--- src/rtl/grs_round_arb.sv ---
// rtl/grs_round_arb.sv - round-robin arbiter sharing one GRS rounding unit; GRS_ARB_INEXACT_EN adds out_inexact
// grs_round: drops SHIFT low bits and applies the rounding increment selected by mode.
module grs_round #(
    parameter int INPUT_WIDTH  = 28,
    parameter int OUTPUT_WIDTH = 24
) (
    input  logic [INPUT_WIDTH-1:0]  value,
    input  logic                    sign,
    input  logic [2:0]              mode,
    output logic [OUTPUT_WIDTH-1:0] result,
    output logic                    carry
);
    localparam int SHIFT = INPUT_WIDTH - OUTPUT_WIDTH;
    localparam logic [2:0] RNE = 3'd0;
    localparam logic [2:0] RTZ = 3'd1;
    localparam logic [2:0] RPI = 3'd2;
    localparam logic [2:0] RNI = 3'd3;
    localparam logic [2:0] RNA = 3'd4;

    logic increment;

    generate
        if (SHIFT == 0) begin : g_exact
            logic unused_ctl;
            assign unused_ctl = ^{sign, mode};
            assign increment  = 1'b0;
        end else begin : g_round
            logic lsb, guard, sticky;
            assign lsb   = value[SHIFT];
            assign guard = value[SHIFT-1];
            if (SHIFT == 1) begin : g_no_sticky
                assign sticky = 1'b0;
            end else begin : g_sticky
                assign sticky = |value[SHIFT-2:0];
            end
            always_comb begin
                increment = 1'b0;
                case (mode)
                    RNE:     increment = guard & (sticky | lsb);
                    RTZ:     increment = 1'b0;
                    RPI:     increment = (guard | sticky) & ~sign;
                    RNI:     increment = (guard | sticky) & sign;
                    RNA:     increment = guard;
                    default: increment = 1'b0;
                endcase
            end
        end
    endgenerate

    assign {carry, result} = {1'b0, value[INPUT_WIDTH-1:SHIFT]} + {{OUTPUT_WIDTH{1'b0}}, increment};
endmodule

module grs_round_arb #(
    parameter  int NUM_REQ      = 4,
    parameter  int INPUT_WIDTH  = 28,
    parameter  int OUTPUT_WIDTH = 24,
    localparam int ID_W         = $clog2(NUM_REQ)
) (
    input  logic                           clk,
    input  logic                           rst,
    input  logic [NUM_REQ-1:0]             req_valid,
    output logic [NUM_REQ-1:0]             req_ready,
    input  logic [NUM_REQ*INPUT_WIDTH-1:0] req_value,
    input  logic [NUM_REQ-1:0]             req_sign,
    input  logic [NUM_REQ*3-1:0]           req_mode,
    output logic                           out_valid,
    input  logic                           out_ready,
    output logic [OUTPUT_WIDTH-1:0]        out_value,
    output logic                           out_carry,
    output logic                           out_sign,
    output logic [ID_W-1:0]                out_id
`ifdef GRS_ARB_INEXACT_EN
    ,
    output logic                           out_inexact
`endif
);
    localparam int SHIFT = INPUT_WIDTH - OUTPUT_WIDTH;

    generate
        if (INPUT_WIDTH < OUTPUT_WIDTH) begin : g_bad_width
            $error("grs_round_arb: INPUT_WIDTH must be >= OUTPUT_WIDTH");
        end
        if (NUM_REQ < 2) begin : g_bad_num
            $error("grs_round_arb: NUM_REQ must be >= 2");
        end
    endgenerate

    logic [ID_W-1:0]         rr_ptr;
    logic [ID_W-1:0]         gnt_idx;
    logic [ID_W-1:0]         scan_idx;
    logic                    gnt_any;
    logic                    load;
    logic                    accept;
    logic [INPUT_WIDTH-1:0]  gnt_value;
    logic [2:0]              gnt_mode;
    logic                    gnt_sign;
    logic [OUTPUT_WIDTH-1:0] rnd_value;
    logic                    rnd_carry;

    // Scan from the highest offset down so the nearest valid requester after rr_ptr wins.
    always_comb begin
        gnt_any  = 1'b0;
        gnt_idx  = '0;
        scan_idx = '0;
        for (int k = NUM_REQ - 1; k >= 0; k--) begin
            scan_idx = ID_W'((int'(rr_ptr) + k) % NUM_REQ);
            if (req_valid[scan_idx]) begin
                gnt_any = 1'b1;
                gnt_idx = scan_idx;
            end
        end
    end

    assign load      = ~out_valid | out_ready;
    assign accept    = gnt_any & load & ~rst;
    assign req_ready = accept ? (NUM_REQ'(1) << gnt_idx) : '0;

    assign gnt_value = req_value[int'(gnt_idx)*INPUT_WIDTH +: INPUT_WIDTH];
    assign gnt_mode  = req_mode[int'(gnt_idx)*3 +: 3];
    assign gnt_sign  = req_sign[gnt_idx];

    grs_round #(
        .INPUT_WIDTH (INPUT_WIDTH),
        .OUTPUT_WIDTH(OUTPUT_WIDTH)
    ) u_round (
        .value (gnt_value),
        .sign  (gnt_sign),
        .mode  (gnt_mode),
        .result(rnd_value),
        .carry (rnd_carry)
    );

`ifdef GRS_ARB_INEXACT_EN
    logic gnt_inexact;
    generate
        if (SHIFT == 0) begin : g_inexact_none
            assign gnt_inexact = 1'b0;
        end else begin : g_inexact
            assign gnt_inexact = |gnt_value[SHIFT-1:0];
        end
    endgenerate

    always_ff @(posedge clk) begin
        if (rst)
            out_inexact <= 1'b0;
        else if (accept)
            out_inexact <= gnt_inexact;
    end
`endif

    always_ff @(posedge clk) begin
        if (rst) begin
            out_valid <= 1'b0;
            out_value <= '0;
            out_carry <= 1'b0;
            out_sign  <= 1'b0;
            out_id    <= '0;
            rr_ptr    <= '0;
        end else if (load) begin
            if (gnt_any) begin
                out_valid <= 1'b1;
                out_value <= rnd_value;
                out_carry <= rnd_carry;
                out_sign  <= gnt_sign;
                out_id    <= gnt_idx;
                rr_ptr    <= (gnt_idx == ID_W'(NUM_REQ - 1)) ? '0 : gnt_idx + ID_W'(1);
            end else begin
                out_valid <= 1'b0;
            end
        end
    end
endmodule

--- config.mk ---
export PLATFORM = sky130hd
export DESIGN_NAME = grs_round_arb
export DESIGN_NICKNAME = d
export VERILOG_FILES = /design/src/rtl/grs_round_arb.sv
export SDC_FILE = /design/constraint.sdc
export NUM_CORES = 1
export LEC_CHECK = 0
export BUFFER_PORTS_ARGS = -buffer_cell sky130_fd_sc_hd__buf_2
export CAP_MARGIN = 25
export CORE_AREA = 10 10 97 99
export DETAILED_ROUTE_END_ITERATION = 10
export DIE_AREA = 0 0 107 109
export PLACE_DENSITY_LB_ADDON = 0.05
export SYNTH_ARGS = -nofsm -noshare
export SYNTH_HDL_FRONTEND = slang
export SYNTH_SLANG_ARGS = --single-unit
export TNS_END_PERCENT = 1
--- constraint.sdc ---
create_clock -name clk -period 5.5 [get_ports clk]
set_input_delay 0.825 -clock clk [delete_from_list [all_inputs] [get_ports clk]]
set_output_delay 0.825 -clock clk [all_outputs]
set_load 0.01 [all_outputs]
==> results.py, run 1 <==
metrics = {
    "logic_synthesis": {
        "synth_compound_area_share_pct": 30.3,
        "synthesis.area_um2": 2990,
        "synth_top_family_by_area": "simple AND/OR/NAND/NOR gates",
        "synth_edf_count": 0,
        "yosys.area_share.adder_pct": 2.93,
        "yosys_most_used_dff": "dfxtp_1",
        "synthXorXnorAreaFrac_pct": 1.47,
        "synth_cells": 409,
        "synthesis.nets": 551,
        "ys_async_sr_fraction_pct": 0,
        "synth_area_per_cell_um2": 7.30,
        "synth_simple_gate_area_share_pct": 37.6,
        "muxShareOfSynthArea_pct": 0.335,
        "yosysUniqueCellTypes": 57,
        "ys_seq_area_share_pct": 20.8,
        "yosysWarningCount": 0,
        "ys_seq_elements": 31,
    },
    "clock_network": {
        "clock_latency_ns": 0.29,
        "cts_buffers": 5,
        "cts_setup_buffers": 0,
        "cts_resized": 0,
        "ctsLongestPathBuffers": 2,
        "cts-htree-levels": 2,
        "cts_tree": "built",
        "clock-root-buffer": "clkbuf_8",
        "ctsHoldBuffers": 0,
        "clock_sinks": 31,
        "clk_pin_slew_ns": 0.08,
    },
    "global_route": {
        "antenna_found_initial": 1,
        "grt_max_degree": 50,
        "grt.overflow.total": 0,
        "first_global_vias": 3901,
        "grt_usage_pct": 20.1,
        "grt_pass1_wl_um": 19100,
    },
    "final_layout": {
        "final_common_cell": "buf_2",
        "nets": 698,
        "layout-drive-gt1-share_pct": 37.7,
        "area_growth_syn_to_layout_pct": 33.4,
        "utilization_pct": 52.9,
        "final_cell_mix": "buf_2 (167), and3_1 (46), a211oi_1 (46), nand2_1 (38), nor2_1 (35)",
    },
    "timing": {
        "finalSetupTns_ns": 0,
        "worstMarginPinSlew_ns": 0.978,
        "fin_skew_ns": 0.0114,
        "fmax_ghz": 0.194,
        "slew_violations": 0,
        "rsz0062_at_grt": "false",
        "final-setup-viol-count": 0,
        "period_share_pct": 93.8,
        "finalWorstPathRequiredPeriod_ns": 5.16,
        "relSlewSlack_pct": 34.2,
        "hold_viol": 0,
    },
    "critical_path": {
        "end_kind": "flip-flop",
        "critPathKind": "in -> reg",
        "reg2reg_from": "rr_ptr[1]",
        "timing.rr.end": "out_value[21]",
        "path_max_fanout": 19,
        "worstRegToRegCells": 15,
        "rrSetupSlack_ns": 0.62,
        "start_kind": "input pin",
        "required_ns": 5.70,
        "arrival_ns": 5.36,
    },
    "pwr": {
        "p_per_area_nw_per_um2": 272,
        "power_leakage_uw": 0.00192,
        "irDropWorstVdd_mv": 0.150,
        "p_total_uw": 1080,
    },
    "worst_hold_path": {
        "hold_path_depth": 2,
        "min_from": "out_id[1]",
        "hold_path_class": "reg -> reg",
        "min_to": "out_id[1]",
    },
    "route": {
        "drt_iter0_markers": 165,
        "wl_per_cell_um": 18.6,
        "avgViaCountPerCell": 5.70,
        "vias": 3759,
        "first_pass_iters": 4,
        "drc": 0,
        "drtAntennaViolNets": 0,
        "drt_wl_total_um": 12300,
    },
    "placed_design": {
        "hpwl_um": 9890,
        "gp_congestion": 0.918,
        "io_buffers": 167,
    },
    "floorplanning": {
        "io_pins": 168,
        "die_w_um": 107,
        "core_area_um2": 7530,
        "dieArea_um2": 11700,
        "die_y_um": 109,
        "start_util_pct": 39.7,
        "row_count": 32,
    },
    "flow_run": {
        "drv_cap": 0,
    },
    "status": {
        "status": "finished, final reports clean",
    },
}
-- critical path, cell delays in order --
cell,delay [ns]
buf_2,0.12
nor2b_1,0.21
a221o_2,0.30
nand2_4,0.18
inv_1,0.41
nand2_1,0.10
a31oi_1,0.25
o21ai_0,0.12
a222oi_1,0.30
o21a_1,0.21
ha_1,0.17
inv_1,0.05
a211o_1,0.26
a211o_1,0.33
or4_1,0.67
or4_1,0.56
a311oi_1,0.27
-- power breakdown --
| part | internal (µW) | switching, µW |
|---|---|---|
| Combinational | 245 | 347 |
| Clock | 114 | 96.3 |
| Sequential | 261 | 20.5 |
| Total | 621 | 464 |
-- cells in the mapped netlist, types with 2 or more instances --
master / instances / area share [%]
inv_1: 4 / 0.50
nor4_1: 10 / 2.1
a311oi_1: 15 / 4.4
or4_1: 10 / 2.5
ha_1: 7 / 2.9
a31o_2: 7 / 2.1
o21ai_0: 10 / 1.7
xor2_1: 2 / 0.59
a211oi_1: 46 / 12
nand2b_1: 3 / 0.63
xnor2_1: 3 / 0.88
a21o_1: 4 / 1.0
nand4_1: 5 / 1.0
and4_1: 4 / 1.2
a31oi_1: 7 / 1.5
nand3_1: 17 / 2.8
nor3_1: 6 / 1.0
and2_1: 5 / 1.0
and3_1: 46 / 9.6
o211ai_1: 2 / 0.50
buf_6: 2 / 0.75
nor2b_1: 4 / 0.84
or3_1: 4 / 0.84
or2_2: 9 / 1.9
nor2_1: 35 / 4.4
a211o_1: 2 / 0.59
buf_2: 5 / 0.84
buf_1: 3 / 0.38
o31ai_1: 4 / 1.0
buf_4: 3 / 0.75
o21a_1: 2 / 0.50
clkbuf_1: 22 / 2.8
a21oi_1: 10 / 1.7
nand2_1: 38 / 4.8
dfxtp_1: 31 / 21
-- worst max path at each step --
stage	start	to	slack, ns	cells after the start
3_3_place_gp	req_valid[2]	out_value[21]	0.25	17
5_1_grt	req_valid[2]	out_value[17]	0.05	17
2_1_floorplan	req_valid[2]	out_value[21]	0.05	20
4_1_cts	req_valid[2]	out_value[21]	0.39	17
6_report	req_valid[2]	out_value[21]	0.34	17
3_5_place_dp	req_valid[2]	out_value[21]	0.11	17
-- through the flow --
step	cells	hold slack (ns)	worst slack (ns)	cell area, µm²
after global placement	650	0.440	0.246	3860
after floorplan	409	0.476	0.0495	2990
after detailed placement	650	0.444	0.108	3860
final	660	0.460	0.342	3980
after global routing	659	0.476	0.0537	3980
after CTS	658	0.460	0.390	3960
-- state kept, by name, indices dropped and copies added, names as in the netlist --
name / flops
rr_ptr: 2
out_id: 2
out_value: 24
out_sign: 1
out_carry: 1
out_valid: 1
-- cell families (layout without fill, tap and decap cells) --
kind of cell / count (synthesis) / after routing
AND/OR/NAND/NOR: 204 / 204
adder cells (fa/ha/maj): 7 / 7
other: 0 / 1
buffers and inverters: 40 / 188
XOR/XNOR: 5 / 5
AO/OA/AOI/OAI: 121 / 121
multiplexers: 1 / 1
flip-flops: 31 / 31
-- routing by layer --
layer,wire length [µm],track usage [%]
met1,4930,23.0
met2,6070,34.6
met3,1150,7.85
met4,135,4.35
met5,0,0
-- area by class of cell --
type / instances / area (µm²)
clock inverter: 1 / 7.51
tap: 102 / 128
multi-input combinational: 338 / 2180
inverter: 5 / 31.3
fill: 833 / 3540
clock buffer: 7 / 96.3
sequential: 31 / 621
timing repair buffer: 175 / 921
antenna: 1 / 2.50
No activity file was read; power rests on OpenSTA's default activity.
==> inputs of run 2 (changes only) <==
==> constraint.sdc (replaced) <==
create_clock -name clk -period 5.5 [get_ports clk]
set_input_delay 0 -clock clk [delete_from_list [all_inputs] [get_ports clk]]
set_output_delay 0 -clock clk [all_outputs]
set_load 0.01 [all_outputs]
==> results.py, run 2 (synthesis results as in run 1) <==
metrics = {
    "global_route": {
        "antenna_found_initial": 1,
        "grt_usage_pct": 19.5,
        "first_global_vias": 3838,
        "grt.overflow.total": 0,
        "grt_pass1_wl_um": 18500,
        "grt_max_degree": 50,
    },
    "placed_design": {
        "io_buffers": 167,
        "hpwl_um": 9850,
        "placed_area_um2": 3840,
        "gp_congestion": 0.861,
    },
    "timing": {
        "hold_viol": 0,
        "rsz0062_at_grt": "false",
        "finalWorstPathRequiredPeriod_ns": 4.85,
        "final-setup-viol-count": 0,
        "fmax_ghz": 0.206,
        "fin_skew_ns": 0.00335,
        "finalSetupTns_ns": 0,
        "period_share_pct": 88.2,
        "worstMarginPinSlew_ns": 1.01,
        "slew_violations": 0,
        "relSlewSlack_pct": 32.1,
    },
    "pwr": {
        "irDropWorstVdd_mv": 0.103,
        "power_leakage_uw": 0.00189,
        "p_per_area_nw_per_um2": 266,
        "p_total_uw": 1040,
    },
    "floorplanning": {
        "row_count": 32,
        "die_y_um": 109,
        "core_area_um2": 7530,
        "dieArea_um2": 11700,
        "die_w_um": 107,
        "io_pins": 168,
        "start_util_pct": 39.7,
    },
    "final_layout": {
        "final_cell_mix": "buf_2 (167), and3_1 (46), a211oi_1 (46), nand2_1 (38), nor2_1 (35)",
        "final_common_cell": "buf_2",
        "largestRegisters": "out_value: 24 flops, out_id: 2 flops, rr_ptr: 2 flops",
        "layout-drive-gt1-share_pct": 37.1,
        "fillerInstances": 807,
        "top_register": "out_value",
        "largest_register_ffs": 24,
        "design_area_um2": 3920,
        "nets": 696,
        "area_growth_syn_to_layout_pct": 31.3,
    },
    "clock_network": {
        "cts_setup_buffers": 0,
        "cts_resized": 0,
        "clk_pin_slew_ns": 0.07,
        "ctsHoldBuffers": 0,
        "clock_latency_ns": 0.29,
        "ctsLongestPathBuffers": 2,
        "cts_tree": "built",
        "cts-htree-levels": 2,
        "cts_buffers": 5,
        "clock_sinks": 31,
        "clock-root-buffer": "clkbuf_8",
    },
    "critical_path": {
        "path_max_fanout": 32,
        "arrival_ns": 5.04,
        "crit_buf_inv": 2,
        "worst_path_dominant_cell_family": "compound AO/OA/AOI/OAI gates",
        "slowest_delay_ns": 0.67,
        "critPathKind": "reg -> reg",
        "end_kind": "flip-flop",
        "worstPathCellList": "nand2_1 > a221o_2 > nand2_4 > inv_1 > a211oi_1 > a31oi_1 > a222oi_1 > o21a_1 > ha_1 > inv_1 > a211o_1 > a211o_1 > or4_1 > or4_1 > a311oi_1",
        "cp_slowest_cell": "or4_1",
        "required_ns": 5.69,
        "start_kind": "flip-flop",
    },
    "flow_run": {
        "drv_cap": 0,
    },
    "route": {
        "wl_per_cell_um": 18.4,
        "drt_iter0_markers": 196,
        "first_pass_iters": 5,
        "drtAntennaViolNets": 0,
        "drt_wl_total_um": 12100,
        "vias": 3787,
        "avgViaCountPerCell": 5.76,
        "drc": 0,
    },
    "status": {
        "status": "finished, final reports clean",
    },
    "worst_hold_path": {
        "hold_path_class": "in -> reg",
    },
}
[run 2: worst register-to-register path: stages, from the launching register on]
cell      delay (ns)
dfxtp_1         0.42
nand2_1         0.12
a221o_2         0.40
nand2_4         0.28
inv_1           0.31
a211oi_1        0.28
a31oi_1         0.09
a222oi_1        0.34
o21a_1          0.21
ha_1            0.17
inv_1           0.04
a211o_1         0.26
a211o_1         0.32
or4_1           0.67
or4_1           0.56
a311oi_1        0.27
[run 2: path summary, 6_finish.rpt]
path | from | endpoint | slack [ns] | depth (start not counted)
hold reg to reg | out_carry | out_carry | 0.46 | 2
setup reg to reg | rr_ptr[1] | out_value[17] | 0.65 | 15
setup / recovery | rr_ptr[1] | out_value[17] | 0.65 | 15
hold / removal | out_ready | out_valid | 0.04 | 3
[run 2: metal layers]
metal / track usage, % / vias to the layer above / wire length [µm]
met5: 0 / - / 0
met4: 6.77 / 0 / 308
met3: 8.14 / 30 / 1210
met2: 32.7 / 153 / 5800
met1: 21.8 / 1735 / 4810
li1: - / 1869 / -
[run 2: cell type report]
type                       instances  area (µm²)  area share [%]
clock inverter                     1        5.00           0.128
clock buffer                       7        76.3            1.95
tap                              102         128            3.25
antenna                            1        2.50          0.0638
inverter                           5        31.3           0.798
sequential                        31         621            15.8
timing repair buffer             173         881            22.5
multi-input combinational        338        2180            55.5
[run 2: power breakdown]
group / internal (µW) / switching (µW) / total (µW)
Combinational: 238 / 343 / 581
Clock: 88.8 / 88.7 / 177
Sequential: 262 / 21.1 / 283
Total: 588 / 453 / 1040
[run 2: stage by stage]
step | instances | worst slack [ns] | hold slack (ns) | util (%)
6_report | 658 | 0.648 | 0.0422 | 52.1
5_1_grt | 657 | 0.295 | 0.0492 | 52.1
4_1_cts | 657 | 0.656 | 0.0325 | 52.1
3_5_place_dp | 649 | 0.693 | 0.337 | 51.0
3_3_place_gp | 649 | 0.814 | 0.329 | 51.0
2_1_floorplan | 409 | 0.388 | 0.172 | -
==> inputs of run 3 (changes only) <==
--- a/config.mk
+++ b/config.mk
@@ -11,6 +11,7 @@
 export DETAILED_ROUTE_END_ITERATION = 10
 export DIE_AREA = 0 0 107 109
 export PLACE_DENSITY_LB_ADDON = 0.05
+export REMOVE_ABC_BUFFERS = 1
 export SYNTH_ARGS = -nofsm -noshare
 export SYNTH_HDL_FRONTEND = slang
 export SYNTH_SLANG_ARGS = --single-unit
==> results.py, run 3 (synthesis results as in run 1) <==
metrics = {
    "placed_design": {
        "gp_congestion": 0.824,
        "hpwl_um": 8880,
        "place_worst_setup_slack_ns": 0.544,
        "io_buffers": 167,
    },
    "route": {
        "first_pass_iters": 5,
        "avgViaCountPerCell": 5.60,
        "vias": 3690,
        "drt_iter0_markers": 123,
        "wl_per_cell_um": 17.2,
        "drtAntennaViolNets": 0,
        "drc": 0,
        "drt_wl_total_um": 11300,
    },
    "timing": {
        "fmax_ghz": 0.201,
        "rsz0062_at_grt": "false",
        "period_share_pct": 90.4,
        "fin_ws_ns": 0.526,
        "fin_skew_ns": 0.00151,
        "worstMarginPinSlew_ns": 0.672,
        "final-setup-viol-count": 0,
        "slew_violations": 0,
        "finalWorstPathRequiredPeriod_ns": 4.97,
        "hold_viol": 0,
        "finalSetupTns_ns": 0,
        "relSlewSlack_pct": 54.8,
    },
    "critical_path": {
        "arrival_ns": 5.16,
        "critPathKind": "reg -> reg",
        "path_max_fanout": 32,
        "slowest_delay_ns": 0.69,
        "rrSetupSlack_ns": 0.53,
        "end_kind": "flip-flop",
        "required_ns": 5.69,
        "worstPathCellList": "nand2_1 > a221o_2 > nand2_4 > buf_4 > nand2_1 > and3_1 > a31oi_1 > o21a_1 > o21a_1 > ha_1 > inv_1 > a211o_1 > a211o_1 > or4_1 > or4_1 > a311oi_1",
        "cp_slowest_cell": "or4_1",
        "start_kind": "flip-flop",
    },
    "clock_network": {
        "clk_pin_slew_ns": 0.07,
        "ctsLongestPathBuffers": 2,
        "cts_buffers": 5,
        "clock_latency_ns": 0.28,
        "clock_sinks": 31,
        "cts-htree-levels": 2,
        "ctsHoldBuffers": 0,
        "cts_tree": "built",
        "clock-root-buffer": "clkbuf_8",
        "cts_resized": 0,
        "cts_setup_buffers": 0,
    },
    "global_route": {
        "grt_max_degree": 49,
        "grt_pass1_wl_um": 17700,
        "grt.overflow.total": 0,
        "first_global_vias": 3619,
        "antenna_found_initial": 0,
        "grt_usage_pct": 18.4,
    },
    "floorplanning": {
        "core_area_um2": 7530,
        "io_pins": 168,
        "row_count": 32,
        "dieArea_um2": 11700,
        "start_util_pct": 39.7,
        "die_y_um": 109,
        "die_w_um": 107,
    },
    "final_layout": {
        "nets": 699,
        "top_register": "out_value",
        "final_common_cell": "buf_2",
        "largestRegisters": "out_value: 24 flops, out_id: 2 flops, rr_ptr: 2 flops",
        "fillerInstances": 823,
        "largest_register_ffs": 24,
        "area_growth_syn_to_layout_pct": 32.8,
        "layout-drive-gt1-share_pct": 37.7,
        "diodes": 0,
        "final_cell_mix": "buf_2 (167), and3_1 (46), a211oi_1 (46), nand2_1 (38), nor2_1 (35)",
    },
    "flow_run": {
        "drv_cap": 0,
    },
    "pwr": {
        "p_per_area_nw_per_um2": 263,
        "power_leakage_uw": 0.00192,
        "irDropWorstVdd_mv": 0.113,
    },
    "worst_hold_path": {
        "hold_path_class": "in -> reg",
    },
    "status": {
        "status": "finished, final reports clean",
    },
}
run 3: worst paths after layout:
path                            startpoint             to  depth (start not counted)
worst min register to register   out_carry      out_carry                          2
worst min-delay path             out_ready      out_valid                          3
worst max register to register   rr_ptr[1]  out_value[21]                         16
worst max-delay path             rr_ptr[1]  out_value[21]                         16
run 3: cell type report:
cell class,instances,area [µm²],share of cell area (%)
Clock buffer,6,82.6,2.08
Clock inverter,1,5.00,0.126
Inverter,5,31.3,0.789
Multi-Input combinational cell,338,2180,55.1
Sequential cell,31,621,15.7
Tap cell,102,128,3.22
Timing Repair Buffer,176,913,23.0
run 3: power breakdown:
| part | internal, µW | switching (µW) | total (µW) |
|---|---|---|---|
| Clock | 98.2 | 88.0 | 186 |
| Sequential | 262 | 19.5 | 281 |
| Combinational | 244 | 333 | 577 |
run 3: layer usage:
metal | GRT usage (%) | share of wire, %
met1 | 21.6 | 43
met2 | 32.0 | 49
met3 | 5.49 | 7.2
met4 | 4.84 | 1.0
met5 | 0 | 0
run 3: through the flow:
stage               util [%]  instance area, µm²  hold WS (ns)  instances  power, µW
floorplan                  -                2820        0.0691        374        661
global placement        51.2                3850         0.333        650        854
detailed placement      51.2                3850         0.354        650        859
CTS                     52.3                3940        0.0452        657       1050
global route            52.7                3970        0.0763        659       1130
finish                  52.7                3970        0.0544        659       1040
run 3: worst max-delay path: cells and delay by family (launching register included):
kind / cells / cell delay, ns
AOI/OAI and AO/OA: 7 / 1.95
adders and majority gates: 1 / 0.17
buffers and inverters: 2 / 0.41
DFF: 1 / 0.42
and+or+nand+nor: 6 / 1.90
